**src/rtl/core_cmt_trap_if.sv**
```systemverilog
// Commit-stage <-> trap sequencer bundle: retiring instruction, CSR read values,
// CSR update strobes and the fetch flush/redirect handshake.
interface core_cmt_trap_if #(parameter int XLEN = 32);
  logic            cmt_valid;
  logic            cmt_ready;
  logic [XLEN-1:0] cmt_pc;
  logic            cmt_ecall;
  logic            cmt_ebreak;
  logic            cmt_illegal;
  logic            cmt_misalign;
  logic            cmt_mret;
  logic [XLEN-1:0] csr_mstatus_r;
  logic [XLEN-1:0] csr_mtvec_r;
  logic [XLEN-1:0] csr_mepc_r;
  logic            cmt_mstatus_en;
  logic            cmt_mcause_en;
  logic            cmt_mepc_en;
  logic [XLEN-1:0] cmt_mstatus;
  logic [XLEN-1:0] cmt_mcause;
  logic [XLEN-1:0] cmt_mepc;
  logic            cmt_busy;
  logic            flush_req;
  logic [XLEN-1:0] flush_pc;
  logic            flush_ack;

  modport master (
    output cmt_valid, cmt_pc, cmt_ecall, cmt_ebreak, cmt_illegal, cmt_misalign, cmt_mret,
           csr_mstatus_r, csr_mtvec_r, csr_mepc_r, flush_ack,
    input  cmt_ready, cmt_mstatus_en, cmt_mcause_en, cmt_mepc_en,
           cmt_mstatus, cmt_mcause, cmt_mepc, cmt_busy, flush_req, flush_pc
  );

  modport slave (
    input  cmt_valid, cmt_pc, cmt_ecall, cmt_ebreak, cmt_illegal, cmt_misalign, cmt_mret,
           csr_mstatus_r, csr_mtvec_r, csr_mepc_r, flush_ack,
    output cmt_ready, cmt_mstatus_en, cmt_mcause_en, cmt_mepc_en,
           cmt_mstatus, cmt_mcause, cmt_mepc, cmt_busy, flush_req, flush_pc
  );
endinterface

```
**src/rtl/core_cmt_trap.sv**
```systemverilog
// Commit-stage trap/mret sequencer: IDLE -> UPD (one-cycle CSR update) -> FLUSH (until ack).
// Optional trap counter enabled by defining CORE_CMT_TRAP_CNT_EN.
module core_cmt_trap #(
  parameter int XLEN     = 32,
  parameter int MCAUSE_W = 4
) (
  input  logic              clk,
  input  logic              rst,
  core_cmt_trap_if.slave    bus,
  output logic [31:0]       cmt_trap_cnt
);
  typedef enum logic [1:0] {IDLE, UPD, FLUSH} state_t;

  localparam logic [XLEN-1:0]     ALIGN_MASK   = ~XLEN'(3);
  localparam logic [MCAUSE_W-1:0] CAUSE_MISAL  = MCAUSE_W'(0);
  localparam logic [MCAUSE_W-1:0] CAUSE_ILLEG  = MCAUSE_W'(2);
  localparam logic [MCAUSE_W-1:0] CAUSE_EBREAK = MCAUSE_W'(3);
  localparam logic [MCAUSE_W-1:0] CAUSE_ECALL  = MCAUSE_W'(11);

  state_t              state;
  logic                ready_q, busy_q, flush_q, is_trap_q;
  logic [XLEN-1:0]     pc_q, flush_pc_q;
  logic [MCAUSE_W-1:0] cause_q, cause_d;
  logic                any_exc, accept, in_upd;

  assign any_exc = bus.cmt_misalign | bus.cmt_illegal | bus.cmt_ebreak | bus.cmt_ecall;
  assign accept  = bus.cmt_valid & ready_q;

  always_comb begin
    cause_d = CAUSE_ECALL;
    if (bus.cmt_misalign)     cause_d = CAUSE_MISAL;
    else if (bus.cmt_illegal) cause_d = CAUSE_ILLEG;
    else if (bus.cmt_ebreak)  cause_d = CAUSE_EBREAK;
  end

  always_ff @(posedge clk) begin
    if (rst) begin
      state      <= IDLE;
      ready_q    <= 1'b1;
      busy_q     <= 1'b0;
      flush_q    <= 1'b0;
      flush_pc_q <= '0;
      is_trap_q  <= 1'b0;
      pc_q       <= '0;
      cause_q    <= '0;
    end else begin
      case (state)
        IDLE: if (accept && (any_exc || bus.cmt_mret)) begin
          pc_q      <= bus.cmt_pc & ALIGN_MASK;
          cause_q   <= cause_d;
          is_trap_q <= any_exc;
          ready_q   <= 1'b0;
          busy_q    <= 1'b1;
          state     <= UPD;
        end
        UPD: begin
          // Redirect target is taken from the CSRs as they stand in the update cycle.
          flush_pc_q <= is_trap_q ? (bus.csr_mtvec_r & ALIGN_MASK) : bus.csr_mepc_r;
          flush_q    <= 1'b1;
          state      <= FLUSH;
        end
        FLUSH: if (bus.flush_ack) begin
          flush_q <= 1'b0;
          ready_q <= 1'b1;
          busy_q  <= 1'b0;
          state   <= IDLE;
        end
        default: state <= IDLE;
      endcase
    end
  end

  // Strobes decode the state register; gating with rst drops an update caught by reset.
  assign in_upd = (state == UPD) && !rst;

  always_comb begin
    bus.cmt_mstatus_en = 1'b0;
    bus.cmt_mcause_en  = 1'b0;
    bus.cmt_mepc_en    = 1'b0;
    bus.cmt_mstatus    = '0;
    bus.cmt_mcause     = '0;
    bus.cmt_mepc       = '0;
    if (in_upd) begin
      bus.cmt_mstatus_en     = 1'b1;
      bus.cmt_mstatus        = bus.csr_mstatus_r;
      bus.cmt_mstatus[12:11] = 2'b11;
      if (is_trap_q) begin
        bus.cmt_mstatus[7] = bus.csr_mstatus_r[3];
        bus.cmt_mstatus[3] = 1'b0;
        bus.cmt_mcause_en  = 1'b1;
        bus.cmt_mcause     = {{(XLEN-MCAUSE_W){1'b0}}, cause_q};
        bus.cmt_mepc_en    = 1'b1;
        bus.cmt_mepc       = pc_q;
      end else begin
        bus.cmt_mstatus[3] = bus.csr_mstatus_r[7];
        bus.cmt_mstatus[7] = 1'b1;
      end
    end
  end

  assign bus.cmt_ready = ready_q;
  assign bus.cmt_busy  = busy_q;
  assign bus.flush_req = flush_q;
  assign bus.flush_pc  = flush_pc_q;

`ifdef CORE_CMT_TRAP_CNT_EN
  logic [31:0] trap_cnt_q;
  always_ff @(posedge clk) begin
    if (rst)                 trap_cnt_q <= '0;
    else if (in_upd && is_trap_q) trap_cnt_q <= trap_cnt_q + 32'd1;
  end
  assign cmt_trap_cnt = trap_cnt_q;
`else
  assign cmt_trap_cnt = '0;
`endif
endmodule
```
**src/flat_wrapper.sv**
```systemverilog
// flat-port wrapper written by rule: the top's interface ports become plain ports
module core_cmt_trap_flat 
#(
  parameter int XLEN     = 32,
  parameter int MCAUSE_W = 4
)
  (clk, rst, cmt_trap_cnt, bus_cmt_valid, bus_cmt_pc, bus_cmt_ecall, bus_cmt_ebreak, bus_cmt_illegal, bus_cmt_misalign, bus_cmt_mret, bus_csr_mstatus_r, bus_csr_mtvec_r, bus_csr_mepc_r, bus_flush_ack, bus_cmt_ready, bus_cmt_mstatus_en, bus_cmt_mcause_en, bus_cmt_mepc_en, bus_cmt_mstatus, bus_cmt_mcause, bus_cmt_mepc, bus_cmt_busy, bus_flush_req, bus_flush_pc);
  core_cmt_trap_if #(.XLEN(XLEN)) bus_i ();
  input  logic clk;
  input  logic rst;
  output logic [31:0] cmt_trap_cnt;
  input wire logic [$bits(bus_i.cmt_valid)-1:0] bus_cmt_valid;
  input wire logic [$bits(bus_i.cmt_pc)-1:0] bus_cmt_pc;
  input wire logic [$bits(bus_i.cmt_ecall)-1:0] bus_cmt_ecall;
  input wire logic [$bits(bus_i.cmt_ebreak)-1:0] bus_cmt_ebreak;
  input wire logic [$bits(bus_i.cmt_illegal)-1:0] bus_cmt_illegal;
  input wire logic [$bits(bus_i.cmt_misalign)-1:0] bus_cmt_misalign;
  input wire logic [$bits(bus_i.cmt_mret)-1:0] bus_cmt_mret;
  input wire logic [$bits(bus_i.csr_mstatus_r)-1:0] bus_csr_mstatus_r;
  input wire logic [$bits(bus_i.csr_mtvec_r)-1:0] bus_csr_mtvec_r;
  input wire logic [$bits(bus_i.csr_mepc_r)-1:0] bus_csr_mepc_r;
  input wire logic [$bits(bus_i.flush_ack)-1:0] bus_flush_ack;
  output wire logic [$bits(bus_i.cmt_ready)-1:0] bus_cmt_ready;
  output wire logic [$bits(bus_i.cmt_mstatus_en)-1:0] bus_cmt_mstatus_en;
  output wire logic [$bits(bus_i.cmt_mcause_en)-1:0] bus_cmt_mcause_en;
  output wire logic [$bits(bus_i.cmt_mepc_en)-1:0] bus_cmt_mepc_en;
  output wire logic [$bits(bus_i.cmt_mstatus)-1:0] bus_cmt_mstatus;
  output wire logic [$bits(bus_i.cmt_mcause)-1:0] bus_cmt_mcause;
  output wire logic [$bits(bus_i.cmt_mepc)-1:0] bus_cmt_mepc;
  output wire logic [$bits(bus_i.cmt_busy)-1:0] bus_cmt_busy;
  output wire logic [$bits(bus_i.flush_req)-1:0] bus_flush_req;
  output wire logic [$bits(bus_i.flush_pc)-1:0] bus_flush_pc;
  assign bus_i.cmt_valid = bus_cmt_valid;
  assign bus_i.cmt_pc = bus_cmt_pc;
  assign bus_i.cmt_ecall = bus_cmt_ecall;
  assign bus_i.cmt_ebreak = bus_cmt_ebreak;
  assign bus_i.cmt_illegal = bus_cmt_illegal;
  assign bus_i.cmt_misalign = bus_cmt_misalign;
  assign bus_i.cmt_mret = bus_cmt_mret;
  assign bus_i.csr_mstatus_r = bus_csr_mstatus_r;
  assign bus_i.csr_mtvec_r = bus_csr_mtvec_r;
  assign bus_i.csr_mepc_r = bus_csr_mepc_r;
  assign bus_i.flush_ack = bus_flush_ack;
  assign bus_cmt_ready = bus_i.cmt_ready;
  assign bus_cmt_mstatus_en = bus_i.cmt_mstatus_en;
  assign bus_cmt_mcause_en = bus_i.cmt_mcause_en;
  assign bus_cmt_mepc_en = bus_i.cmt_mepc_en;
  assign bus_cmt_mstatus = bus_i.cmt_mstatus;
  assign bus_cmt_mcause = bus_i.cmt_mcause;
  assign bus_cmt_mepc = bus_i.cmt_mepc;
  assign bus_cmt_busy = bus_i.cmt_busy;
  assign bus_flush_req = bus_i.flush_req;
  assign bus_flush_pc = bus_i.flush_pc;
  core_cmt_trap #(.XLEN(XLEN), .MCAUSE_W(MCAUSE_W)) u_core (.clk(clk), .rst(rst), .bus(bus_i), .cmt_trap_cnt(cmt_trap_cnt));
endmodule
```
**config.mk**
```make
export PLATFORM = sky130hd
export DESIGN_NAME = core_cmt_trap_flat
export DESIGN_NICKNAME = d
export VERILOG_FILES = /design/src/rtl/core_cmt_trap_if.sv /design/src/rtl/core_cmt_trap.sv /design/src/flat_wrapper.sv
export SDC_FILE = /design/constraint.sdc
export NUM_CORES = 1
export LEC_CHECK = 0
export CAP_MARGIN = 20
export CORE_MARGIN = 10
export CORE_UTILIZATION = 37
export CTS_CLUSTER_DIAMETER = 120
export DETAILED_ROUTE_END_ITERATION = 10
export HOLD_SLACK_MARGIN = 0.05
export MAX_ROUTING_LAYER = met4
export PLACE_DENSITY = 0.9
export RECOVER_POWER = 25
export SLEW_MARGIN = 20
export SYNTH_ARGS = -nofsm -noshare
export SYNTH_HDL_FRONTEND = slang
export SYNTH_SLANG_ARGS = --single-unit
```
**constraint.sdc**
```tcl
create_clock -name clk -period 4.9 [get_ports clk]
set_clock_uncertainty 0.2 [all_clocks]
set_input_delay 0.735 -clock clk [delete_from_list [all_inputs] [get_ports clk]]
set_output_delay 0.735 -clock clk [all_outputs]
set_load 0.01 [all_outputs]
```
* Word level (Yosys, flattened, before mapping)
Index checks and enable logic that the tools add are counted.
Operators by class: reductions and logical operators 11, mux-type cells 24, bitwise logic cells 4, equal/unequal tests 4, magnitude comparators 0, add/subtract/negate cells 0, shift-type cells 0, multipliers 0, div/mod/pow operators 0
Operators with widths (number):
- $mux W32 | 5
- $mux W4 | 4
- $mux W1 | 9
- $pmux W1 S2 | 3
- $pmux W2 S3 | 1
- $reduce_and A2 Y1 | 3
- $mux W2 | 2
- $reduce_bool A2 Y1 | 2
- $or A1 B1 Y1 | 3
- $reduce_and A3 Y1 | 1
- $eq A2 B1 Y1 const B | 1
- $eq A2 B2 Y1 const B | 1
- $logic_and A1 B1 Y1 | 2
- $logic_not A2 Y1 | 1
- $ne A2 B1 Y1 const B | 1
- $ne A2 B2 Y1 const B | 1
- $and A1 B1 Y1 | 1
- $logic_not A1 Y1 | 1
- $logic_or A1 B1 Y1 | 1
Word-level totals: memory bits (read-only) 0, bits in latches 0, memory bits (writable) 0, flip-flop bits (word level) 72, memories kept 0, input bits 137, output and inout port bits 166, word-level logic and storage cells 51

* Longest topological paths before layout
Gate-level depths: netlist (run 1).
word-level depth 7, gate-level depth with buffers 6

* Worst setup path after synthesis (run 1)
No wires, ideal clock.
path type input -> output, start input rst, end output bus_cmt_mstatus[11], path buffers 3, required time 3.965 ns, data arrival time 1.608 ns, setup slack 2.357 ns, cell stages on the path 4, path through clkbuf_1 > buf_1 > nor2_1 > buf_4
On the way: cells in the longest elaborated chain, start to end 3
RTL lines:
- start: declaration | RTL line flat_wrapper.sv:10 | input logic rst;
- $logic_not A1 Y1 | RTL line core_cmt_trap.sv:74 | assign in_upd = (state == UPD) && !rst;
- $logic_and A1 B1 Y1 | RTL line core_cmt_trap.sv:74
- $mux W32 | RTL line core_cmt_trap.sv:83 | if (in_upd) begin
- end: declaration | RTL line flat_wrapper.sv:27 | output wire logic [$bits(bus_i.cmt_mstatus)-1:0] bus_cmt_mstatus;
Every way passes these cells.

* Worst setup path after layout (run 1)
start input rst, end output bus_cmt_mepc[5]
On the way: cells in the longest elaborated chain, start to end 3
RTL lines:
- $logic_not A1 Y1 | RTL line core_cmt_trap.sv:74
- $logic_and A1 B1 Y1 | RTL line core_cmt_trap.sv:74
- $mux W32 | RTL line core_cmt_trap.sv:83
- end: declaration | RTL line flat_wrapper.sv:29 | output wire logic [$bits(bus_i.cmt_mepc)-1:0] bus_cmt_mepc;
Every way passes these cells.

==> results summary, run 1 <==
The first global-routing pass estimated 21000 microns of wire. The worst-case clock buffer depth is 2. The critical path is of the in -> out type. The number of buffers inserted during clock tree synthesis came out at 9. The number of detailed-routing iterations run before antenna repair is 4. For this design, the sink count on the clock tree is 71. In this run the mean area of a mapped cell was 8.59 sq um. The library cell used as clock root buffer is sky130_fd_sc_hd__clkbuf_8. Detailed placement finished with a half-perimeter wire length of 11300 microns. The via count normalized by instance count came out at 4.59. The switching power total came out at 442 uW. The maximum number of pins on one net before global-route repair came out at 93. The worst setup path is launched from an input pin. The tightest min-delay check is of the reg -> reg type. The number of global-route vias before repair came to 3973. The achievable clock frequency came out at 253 MHz.

Hold repair after CTS inserted 0 buffers. The transition time at the pin with the least slew margin came out at 1.06 ns. In the final layout, the multi-input gates occupy 2020 sq um. For the worst setup path, the data arrival time is around 3 ns.

The floorplan step defined a core boundary enclosing 10300 sq um. For this run the aggregate overflow at the end of global routing stands at 0. The repair_antennas step left the layout with diodes totalling 0. After the last flow step, the layout net total stands at 801. In this run the tool buffered the top-level ports with about 230 buffer cells.

Traced cell by cell, the critical path runs through dlygate4sd3_1 -> inv_2 -> and3_1 -> and2_1 -> clkdlybuf4s50_1. The post-synthesis cell count came out at 456. The portion of total power attributed to the clock network is 32.5%. Summing every instance area after synthesis gives 3920 sq um. The power density of the placed cells came out at 258 nW/um^2. The initial antenna violation count is 0. The final critical-path required period came out at 3.94 ns. The share of total power dissipated in combinational logic is around a quarter. In this run the post-CTS setup repair buffer count came out at 0. The DRC violations left is 0. The number of levels in the clock H-tree came out at 3. The height of the die came out at 123 microns. The peak per-stage delay on the critical path is 0.81 ns. The sequential cells in the finished layout cover a total of 1420 sq um. The switching power share of the total is 27.6%. The final setup violation count is 0.

The area enclosed by the die boundary is 15100 sq um. In the final routed layout, each cell accounts on average for 17.3 microns. Across every metal layer, demand over resource in global routing totals a little under a fifth. The placer's final routability congestion estimate is 0.829.

The worst setup margin came out at about 0.96 ns. The leakage power is 0.00254 uW. The number of gates resized after CTS came out at 0. In the layout the commonest cells are sky130_fd_sc_hd__clkdlybuf4s50_1, sky130_fd_sc_hd__dfxtp_1, sky130_fd_sc_hd__nand2_1.

Pin placement for this block handled 303 I/O pins. Per report_power, the sequential group accounts for between 40% and 50% of the total. In the final layout, the share of cells above drive strength 1 is 4.04%.

The post-placement worst setup slack came out at ~1.1 ns. The largest individual stage delay along the critical path comes from the cell sky130_fd_sc_hd__and3_1. The die extent in x is between 100 and 150 microns. The total internal power came out at 1160 uW. The tool flagged a number of max-cap violations equal to 0.

For the worst setup path, the data required time is roughly 4 ns. For this run, the register share of the synthesized area comes to 36.3%. Across all layers, the routed design uses ~3700 vias. Setup repair after global routing left no endpoint under its margin. The flow ran to the end, and the final reports show no timing, DRC or antenna violations. The hold path depth came out at 2. STA classifies the critical path endpoint as a primary output. The detail route stage leaves a number of antenna-violating nets equal to 0.

For the final routed database, the setup TNS stands at 0 ns. The total length of routed wires is 13900 microns. After clock tree synthesis, the clock-pin slew on the worst setup and hold paths is 0.07 ns. Relative to the synthesized area, the layout overhead comes to 58.7%. The layout filler cell count came out at 864. In this run the tightest slew margin relative to its limit is 29.6%. The total number of yosys warnings is 0. The number of synthesized register bits came out at 71. Leaving out fill and tap cells, the most frequent cell in the layout is sky130_fd_sc_hd__clkdlybuf4s50_1. Clock latency on the worst-skew pair, taken at its later pin, is 0.33 ns.

The total number of placement rows is 37. The number of pins exceeding their max-slew limit in the final report is 0. The largest fanout on the critical path came out at 35. TritonCTS built the clock tree. The number of hold violations in the final report was 0.

The count of different cell masters after synthesis came out at 34. The starting utilization of the core area came out at 38.0%. The final worst-path cycle share came out at 80.5%.

For this block, the initial DRC count from the detailed router was 155. The worst IR drop on VDD is 156 uV. The cell count of the worst reg-to-reg path is 4.
==> cell usage after synthesis <==
cell                        n  area, sq um
sky130_fd_sc_hd__dfxtp_1   71         1420
sky130_fd_sc_hd__a21bo_2    1         10.0
sky130_fd_sc_hd__nor2_1    31          116
sky130_fd_sc_hd__nor2b_1    2         12.5
sky130_fd_sc_hd__buf_4     66          495
sky130_fd_sc_hd__or3_2      1         7.51
sky130_fd_sc_hd__a22oi_2    1         12.5
sky130_fd_sc_hd__mux2i_1   60          601
sky130_fd_sc_hd__o21a_1     3         22.5
sky130_fd_sc_hd__nand3_1    1         5.00
sky130_fd_sc_hd__clkbuf_1  23         86.3
sky130_fd_sc_hd__nor4bb_1   1         10.0
sky130_fd_sc_hd__conb_1     1         3.75
sky130_fd_sc_hd__nor4b_1    1         8.76
sky130_fd_sc_hd__or4_4      1         11.3
sky130_fd_sc_hd__buf_1      6         22.5
sky130_fd_sc_hd__o21ai_0    1         5.00
sky130_fd_sc_hd__buf_12     3         60.1
sky130_fd_sc_hd__a22o_2     1         10.0
sky130_fd_sc_hd__o211a_1    1         10.0
sky130_fd_sc_hd__a31oi_1    1         6.26
sky130_fd_sc_hd__or3_1      1         6.26
sky130_fd_sc_hd__nand3b_1   2         15.0
sky130_fd_sc_hd__and2_1    34          213
sky130_fd_sc_hd__nand2b_1   1         6.26
sky130_fd_sc_hd__nor3_1     2         10.0
sky130_fd_sc_hd__a21oi_1    5         25.0
sky130_fd_sc_hd__buf_6      1         11.3
sky130_fd_sc_hd__buf_2      4         20.0
sky130_fd_sc_hd__a211oi_1  30          225
sky130_fd_sc_hd__and3_1    29          181
sky130_fd_sc_hd__nand2_1   64          240
sky130_fd_sc_hd__inv_1      5         18.8
sky130_fd_sc_hd__a221oi_1   1         8.76
==> worst max-delay path, delay by kind of cell <==
family,cells,cell delay [ns]
buffers and inverters,3,1.19
AND/OR/NAND/NOR,2,1.05
==> power groups by stage <==
stage,clock (uW),combinational (uW),sequential [uW]
3_5_place_dp,0,427,674
4_1_cts,541,429,660
5_1_grt,569,458,667
3_3_place_gp,0,415,670
2_1_floorplan,0,252,679
6_report,522,424,660
==> flip-flops by register name, summed over array words and instances, names as in the netlist <==
signal,cells
u_core.bus.flush_pc,32
u_core.bus.cmt_ready,1
u_core.bus.cmt_busy,1
u_core.state,2
u_core.is_trap_q,1
u_core.cause_q,3
u_core.pc_q,30
u_core.bus.flush_req,1
==> final timing paths <==
check                        from               to  slack (ns)
setup reg to reg  u_core.state[1]  u_core.pc_q[13]        2.40
hold / removal    u_core.pc_q[29]  u_core.pc_q[29]        0.26
hold reg to reg   u_core.pc_q[29]  u_core.pc_q[29]        0.26
setup / recovery              rst  bus_cmt_mepc[5]        0.96
==> per-stage QoR <==
step / cells / hold WS, ns / util, % / instance area (sq um) / power, uW
floorplan: 518 / 0.230 / - / 4150 / 931
global placement: 789 / 0.238 / 58.2 / 6010 / 1080
detailed placement: 789 / 0.244 / 58.2 / 6010 / 1100
CTS: 805 / 0.255 / 60.3 / 6230 / 1630
global route: 805 / 0.272 / 60.2 / 6220 / 1690
finish: 805 / 0.256 / 60.2 / 6220 / 1610
==> metal layers <==
metal  vias to the layer above  share of wire [%]  track usage [%]  wire length (microns)
met1                      1704                 35             17.7                   4930
met4                         0                1.8             5.67                    253
met2                       162                 55             33.2                   7610
met5                         -                  0                -                      0
li1                       1813                  -                -                      -
met3                        19                8.2             5.74                   1150
==> cell families after synthesis <==
kind of cell / after synthesis / share of synthesized area, %
buffers and inverters: 108 / 18.2
AOI/OAI and AO/OA: 45 / 8.56
and+or+nand+nor: 171 / 21.5
muxes: 60 / 15.3
other: 1 / 0.0957
DFF: 71 / 36.3
==> area by class of cell <==
class,count,area share (%)
Inverter,5,0.302
Multi-Input combinational cell,339,32.4
Timing Repair Buffer,238,38.1
Sequential cell,71,22.9
Clock buffer,11,2.27
Tap cell,136,2.74
Clock inverter,5,1.31
Note: power is estimated with default switching activity, not from simulation.
==> inputs of run 2 (changes only) <==
CORE_UTILIZATION = 34   (was 37)
PLACE_DENSITY = 0.84   (was 0.9)
clock period = 3.74 ns   (was 4.9 ns; I/O delays follow)
==> results summary, run 2 (synthesis gave the netlist of run 1 again) <==
The run finished with clean final reports. Leaving out fill and tap cells, the most frequent cell in the layout is sky130_fd_sc_hd__clkdlybuf4s50_1. The hold path startpoint is u_core.pc_q[14]. The clock-pin slew reported for the worst setup and hold paths after clock tree synthesis came out at approximately 0.060 ns. The portion of total power attributed to combinational logic is 22.8%.

The required time of the critical path is slightly below 3 ns. The placer's final routability congestion estimate came out at 0.770. The critical setup path kind is in -> out. The number of global-route vias before repair is 3874. The number of pins exceeding their max-slew limit in the final report was 0.

Of the cells placed in the final design, the portion with a size suffix greater than 1 is 4.46%. The number of vias in the routed layout came out at 3660. For this run, the top clock speed supported by timing is 321 MHz. The number of detailed-routing iterations run before antenna repair is 4. The analysis attributes to net switching a power of ~610 uW. After the last flow step, the layout net total stands at slightly above 800. Before CTS, the worst setup slack after placement is between 0.6 and 0.7 ns. Once detail routing completed, the nets flagged for antenna violations numbered 0. Power spread over the standard cell area amounts to 375 nW/um^2. The initial antenna violation count came out at 0.

The number of top-level design ports is 303. The met2 layer wire length in the routed design is 6980 microns. The portion of total power attributed to the clock network came out at 40.8%.

Setup repair after global routing left no endpoint under its margin. The largest fanout on the critical path came out at 50. The number of hold violations in the final report came out at 0. Across all setup checks in the final design, the least slack found is 0.621 ns. The number of maximum-capacitance constraint violations is 0. The leakage power is 0.00268 uW. Across all register-to-register paths, the minimum setup slack is 1.23 ns.

The DRC violations left is 0. The data arrival time at the worst-slack endpoint is 2.36 ns. The first global-routing pass estimated approximately 20000 microns of wire. The number of buffers inserted during clock tree synthesis is 9.

The floorplan step defined a core boundary enclosing 11400 sq um. For the pin with the worst max-slew slack, the measured transition is around 1.1 ns. The via count normalized by instance count came out at 4.49.

Cells fill 56.0% of the core in the end. The total track usage came out at 15.9%. Input and output buffers added on the ports amount to roughly 230. The relative slew slack is a little over a quarter. The total length of routed wires came out at 13400 microns.

STA classifies the critical path endpoint as a primary output. For the final routed database, the setup TNS stands at 0 ns. Buffers added to address setup during post-CTS repair amount to 0. The startpoint kind of the worst setup timing path is an input pin. The hold path depth came out at 2. The longest clock path from root to sink contains 2 buffers. The worst hold-check slack came out at about 0.25 ns.

The met3 routed wirelength came out at 1240 microns. 0 antenna diodes ended up in the layout. The register with the most flip-flops in the layout has 32 of them. The die extent in x came out at 127 microns.

The worst IR drop on VDD is about 190 uV. The power after layout is 2390 uW. The switching power share of the total came out at 25.5%.

The number of buffers inserted by hold repair at cts came out at 0. The clock sink total came out at 71. The final worst-path cycle share came out at 83.4%.

The cell count of the worst reg-to-reg path is 4. The initial utilization of the core area, before any placement, comes to 34.5%. The total number of placement rows is 39. The library cells used most frequently in the layout, excluding fill and tap cells, are sky130_fd_sc_hd__clkdlybuf4s50_1, sky130_fd_sc_hd__dfxtp_1, sky130_fd_sc_hd__nand2_1. The area growth from synthesis to final layout is 62.5%. Internal power comes to 1780 uW.

The CTS tree is done. The H-tree generated during clock tree synthesis spans 3 levels. The detailed-route wire length on metal 1 is 4960 microns.

The per-cell routed wire length came out at around 16 microns. For hold timing, the worst endpoint is u_core.pc_q[14]. The class of the tightest hold or removal check is reg -> reg.

The highest signal layer in the routed design is met4. The die covers 16200 sq um. The iteration-0 DRC count of the detailed router is between 100 and 150. The global route total overflow came out at 0. The clock period could shrink to 3.12 ns. The root buffer cell chosen for the clock tree is sky130_fd_sc_hd__clkbuf_16. The number of gates resized after CTS is 0. For the worst-skew pair, the clock arrives at the later sink with an insertion delay of 0.33 ns. The HPWL after detailed placement came out at roughly 11000 microns.

Entering global routing, the biggest net connects 62 pins. The launch instance of the worst register-to-register path is u_core.state[1]. In this run the vertical extent of the chip is 127 microns. Setup violations remaining at the end of the flow were counted as 0. The worst register-to-register path ends at u_core.pc_q[5].

In this run, flip-flops and latches consume 36.4% of the power.
run 2: cell types whose count changed in the layout (fill, tap and decap cells not counted):
| cell | delta |
|---|---|
| sky130_fd_sc_hd__bufinv_16 | +1 |
| sky130_fd_sc_hd__clkbuf_2 | +1 |
| sky130_fd_sc_hd__clkbuf_8 | -10 |
| sky130_fd_sc_hd__clkinv_2 | -1 |
| sky130_fd_sc_hd__clkbuf_1 | +1 |
| sky130_fd_sc_hd__clkdlybuf4s50_1 | -25 |
| sky130_fd_sc_hd__clkbuf_16 | +9 |
| sky130_fd_sc_hd__buf_4 | +3 |
| sky130_fd_sc_hd__dlygate4sd3_1 | +25 |
run 2: per-layer routing:
metal  track usage (%)  up-vias
met5                 -        -
met4              5.43        0
met3              6.45       15
met2              28.2      163
met1              15.2     1652
li1                  -     1830
run 2: through the flow:
step | std cells | instance area, sq um
2_1_floorplan | 518 | 4150
5_1_grt | 816 | 6370
4_1_cts | 816 | 6380
6_report | 816 | 6370
3_3_place_gp | 800 | 6040
3_5_place_dp | 800 | 6040
run 2: area by class of cell:
class / instances / area [sq um]
tap: 143 / 179
fill: 979 / 5000
sequential: 71 / 1420
timing repair buffer: 242 / 2390
inverter: 5 / 18.8
multi-input combinational: 339 / 2020
clock inverter: 5 / 106
clock buffer: 11 / 233
run 2: how the worst max path moves through the flow:
stage                        from                  end  slack [ns]  cells past startpoint
finish                        rst   bus_cmt_mstatus[8]        0.62                      5
global route                  rst     bus_cmt_mepc[24]        0.54                      6
CTS                           rst      bus_cmt_mepc[2]        0.73                      6
detailed placement  bus_cmt_valid      u_core.pc_q[25]        0.60                      5
global placement    bus_cmt_valid      u_core.pc_q[26]        0.67                      5
floorplan                     rst  bus_cmt_mstatus[11]        1.54                      4
run 2: critical path, cell delays in order:
cell and delay (ns):
sky130_fd_sc_hd__dlygate4sd3_1 0.56, sky130_fd_sc_hd__inv_2 0.06, sky130_fd_sc_hd__buf_4 0.35, sky130_fd_sc_hd__and3_1 0.24, sky130_fd_sc_hd__clkdlybuf4s50_1 0.55
run 2: power groups by stage:
stage	Sequential, uW	Clock [uW]	Combinational [uW]
2_1_floorplan	890	0	330
3_3_place_gp	883	0	546
3_5_place_dp	887	0	559
4_1_cts	871	996	561
5_1_grt	877	1030	591
6_report	868	974	545
==> inputs of run 3 (changes only) <==
clock period = 2.9 ns   (was 3.74 ns; I/O delays follow)
==> results summary, run 3 (synthesis gave the netlist of run 1 again) <==
The number of levels in the clock H-tree came out at 3. TritonCTS built the clock tree. The peak per-stage delay on the critical path came out at 0.55 ns. The critical path endpoint category is a primary output.

The largest fanout on the critical path came out at 35. The design draws 3050 uW. The hold path startpoint is u_core.pc_q[19]. The number of clock buffers added by TritonCTS is 9.

The path with the worst hold slack has its endpoint at u_core.pc_q[19]. The iteration-0 DRC count of the detailed router came out at just under 90. The leakage power is around 0.0027 uW. The layout filler cell count is just under 1000. The number of detailed-routing iterations run before antenna repair came out at 4. The clock-pin slew reported for the worst setup and hold paths after clock tree synthesis is 0.06 ns.

Global routing finished with a remaining overflow of 0. The relative slew slack came out at between 20% and 30%. The HPWL after detailed placement came out at between 10000 and 15000 microns.

The count of placed standard cells in the final layout, fillers left out came out at 819. The summed area of non-filler cells in the final layout is 6410 sq um. The flop-to-flop setup slack is 0.36 ns. The post-placement worst setup slack is roughly 0.09 ns. The number of port buffers came out at 233. The clock sink total came out at slightly above 70. The count of nets left with antenna violations after detail routing came out at 0. The cell count of the worst reg-to-reg path came out at 5. The net total in the final layout came out at approximately 810.

The later pin in the worst-skew pair is clocked with a latency of roughly 0.33 ns. The critical path goes through clkdlybuf4s50_1 -> inv_2 -> and3_1 -> buf_12 -> and2_1 -> clkdlybuf4s50_1. The critical path in this run is classified as in -> out. The fraction of final layout cells with drive strength greater than 1 came out at 5.03%. In this run the critical register-to-register path is captured at u_core.bus.flush_pc[15]. The core region area came out at 11400 sq um. The startpoint identified for the worst register-to-register timing path is u_core.state[0].

The total length of routed wires is 13600 microns. The placer's final routability congestion estimate is 0.762. Dividing the final minimum period by the clock period gives 93.4%. Across all setup checks in the final design, the least slack found is 0.192 ns. The data arrival time at the worst-slack endpoint came out at roughly 2.1 ns. The area enclosed by the die boundary came out at around 16000 sq um. The number of buffers inserted by hold repair at cts is 0. The number of placed instances, taps included, is 803.

The placed instance area came out at 6090 sq um. The largest individual stage delay along the critical path comes from the cell sky130_fd_sc_hd__clkdlybuf4s50_1. The kind of cell with the highest combined delay along the critical path is buffers and inverters.

The first global-routing pass estimated 20800 microns of wire. The flow ran to the end, and the final reports show no timing, DRC or antenna violations. The initial antenna violation count came to 0. The total track usage is 16.2%.

Counting instances, the worst hold path has a depth of 2. The startpoint kind of the worst setup timing path is an input pin. The repair_antennas step left the layout with diodes totalling 0. 303 I/O pins were placed.

Gates resized during post-CTS repair numbered 0. The library cell used as clock root buffer is sky130_fd_sc_hd__clkbuf_16. In this run the deepest clock path goes through 2 buffers.

In the layout the commonest cells are sky130_fd_sc_hd__clkdlybuf4s50_1, sky130_fd_sc_hd__dfxtp_1, sky130_fd_sc_hd__nand2_1. The register with the most flip-flops in the layout has 32 of them. The die extent in x came out at roughly 130 microns.

After clock tree synthesis, the setup repair step added 0 buffers. The area growth from synthesis to final layout came out at 63.5%. The final critical-path required period is 2.71 ns.

The number of vias in the routed layout is 3685. Timing would allow up to 369 MHz. The final setup violation count is 0. The number of hold violations in the final report is 0. The number of pins exceeding their max-slew limit in the final report came out at 0. Dividing total power by cell area gives a power density of 476 nW/um^2.

The buffer and inverter count on the worst path is 4. The required time of the critical path is 2.27 ns. The per-cell routed wire length came out at 16.6 microns. The maximum number of pins on one net before global-route repair came out at 62. Leaving out fill and tap cells, the most frequent cell in the layout is sky130_fd_sc_hd__clkdlybuf4s50_1. The transition time at the pin with the least slew margin is 1.09 ns. The via count normalized by instance count is 4.50. Across the VDD grid, the largest voltage drop is ~280 uV. The height of the die came out at 127 microns. By instance count, the cell type seen most on the critical path is sky130_fd_sc_hd__clkdlybuf4s50_1. Setup repair after global routing left no endpoint under its margin.

The DRC violations left came out at 0. The number of global-route vias before repair is 3920. The total number of placement rows came out at 39. The tool flagged a number of max-cap violations equal to 0. The starting utilization of the core area is 34.5%.

The setup TNS came out at 0 ns. The class of the tightest hold or removal check is reg -> reg.
run 3: tightest hold or removal path, delay by kind of cell (launching register included):
kind,cells,cell delay (ns)
mux,1,0.05
simple gates,1,0.05
flops,1,0.30
run 3: cell type report:
class | count | area, sq um | share of cell area (%)
well taps | 143 | 179 | 2.79
inverters | 5 | 18.8 | 0.293
repair buffers | 245 | 2430 | 38.0
flip-flops and latches | 71 | 1420 | 22.2
multi-input cells | 339 | 2020 | 31.6
clock inverters | 7 | 105 | 1.64
clock buffers | 9 | 225 | 3.52
run 3: layer usage:
| metal | global-route usage [%] | part of all wire (%) | vias to the layer above |
|---|---|---|---|
| li1 | - | - | 1834 |
| met5 | - | 0 | - |
| met3 | 6.91 | 9.3 | 11 |
| met2 | 29.3 | 53 | 165 |
| met1 | 15.8 | 37 | 1675 |
| met4 | 3.48 | 0.99 | 0 |
run 3: how the worst max path moves through the flow:
stage,from,end,cells past startpoint,slack (ns)
2_1_floorplan,rst,bus_cmt_mstatus[11],4,0.96
3_3_place_gp,bus_cmt_valid,u_core.pc_q[26],5,0.14
3_5_place_dp,bus_cmt_valid,u_core.pc_q[20],5,0.09
4_1_cts,rst,bus_cmt_mepc[10],6,0.17
5_1_grt,u_core.state[0],bus_cmt_mstatus[1],4,0.06
6_report,rst,bus_cmt_mcause[0],6,0.19
run 3: per-stage QoR:
stage / utilization [%] / hold slack [ns]
2_1_floorplan: - / 0.230
3_3_place_gp: 53.6 / 0.238
3_5_place_dp: 53.6 / 0.244
4_1_cts: 56.5 / 0.254
5_1_grt: 56.3 / 0.275
6_report: 56.3 / 0.252
run 3: power by group:
group	internal (uW)	switching, uW	total (uW)
clock	765	454	1220
combinational	386	330	716
sequential	1070	43.3	1110
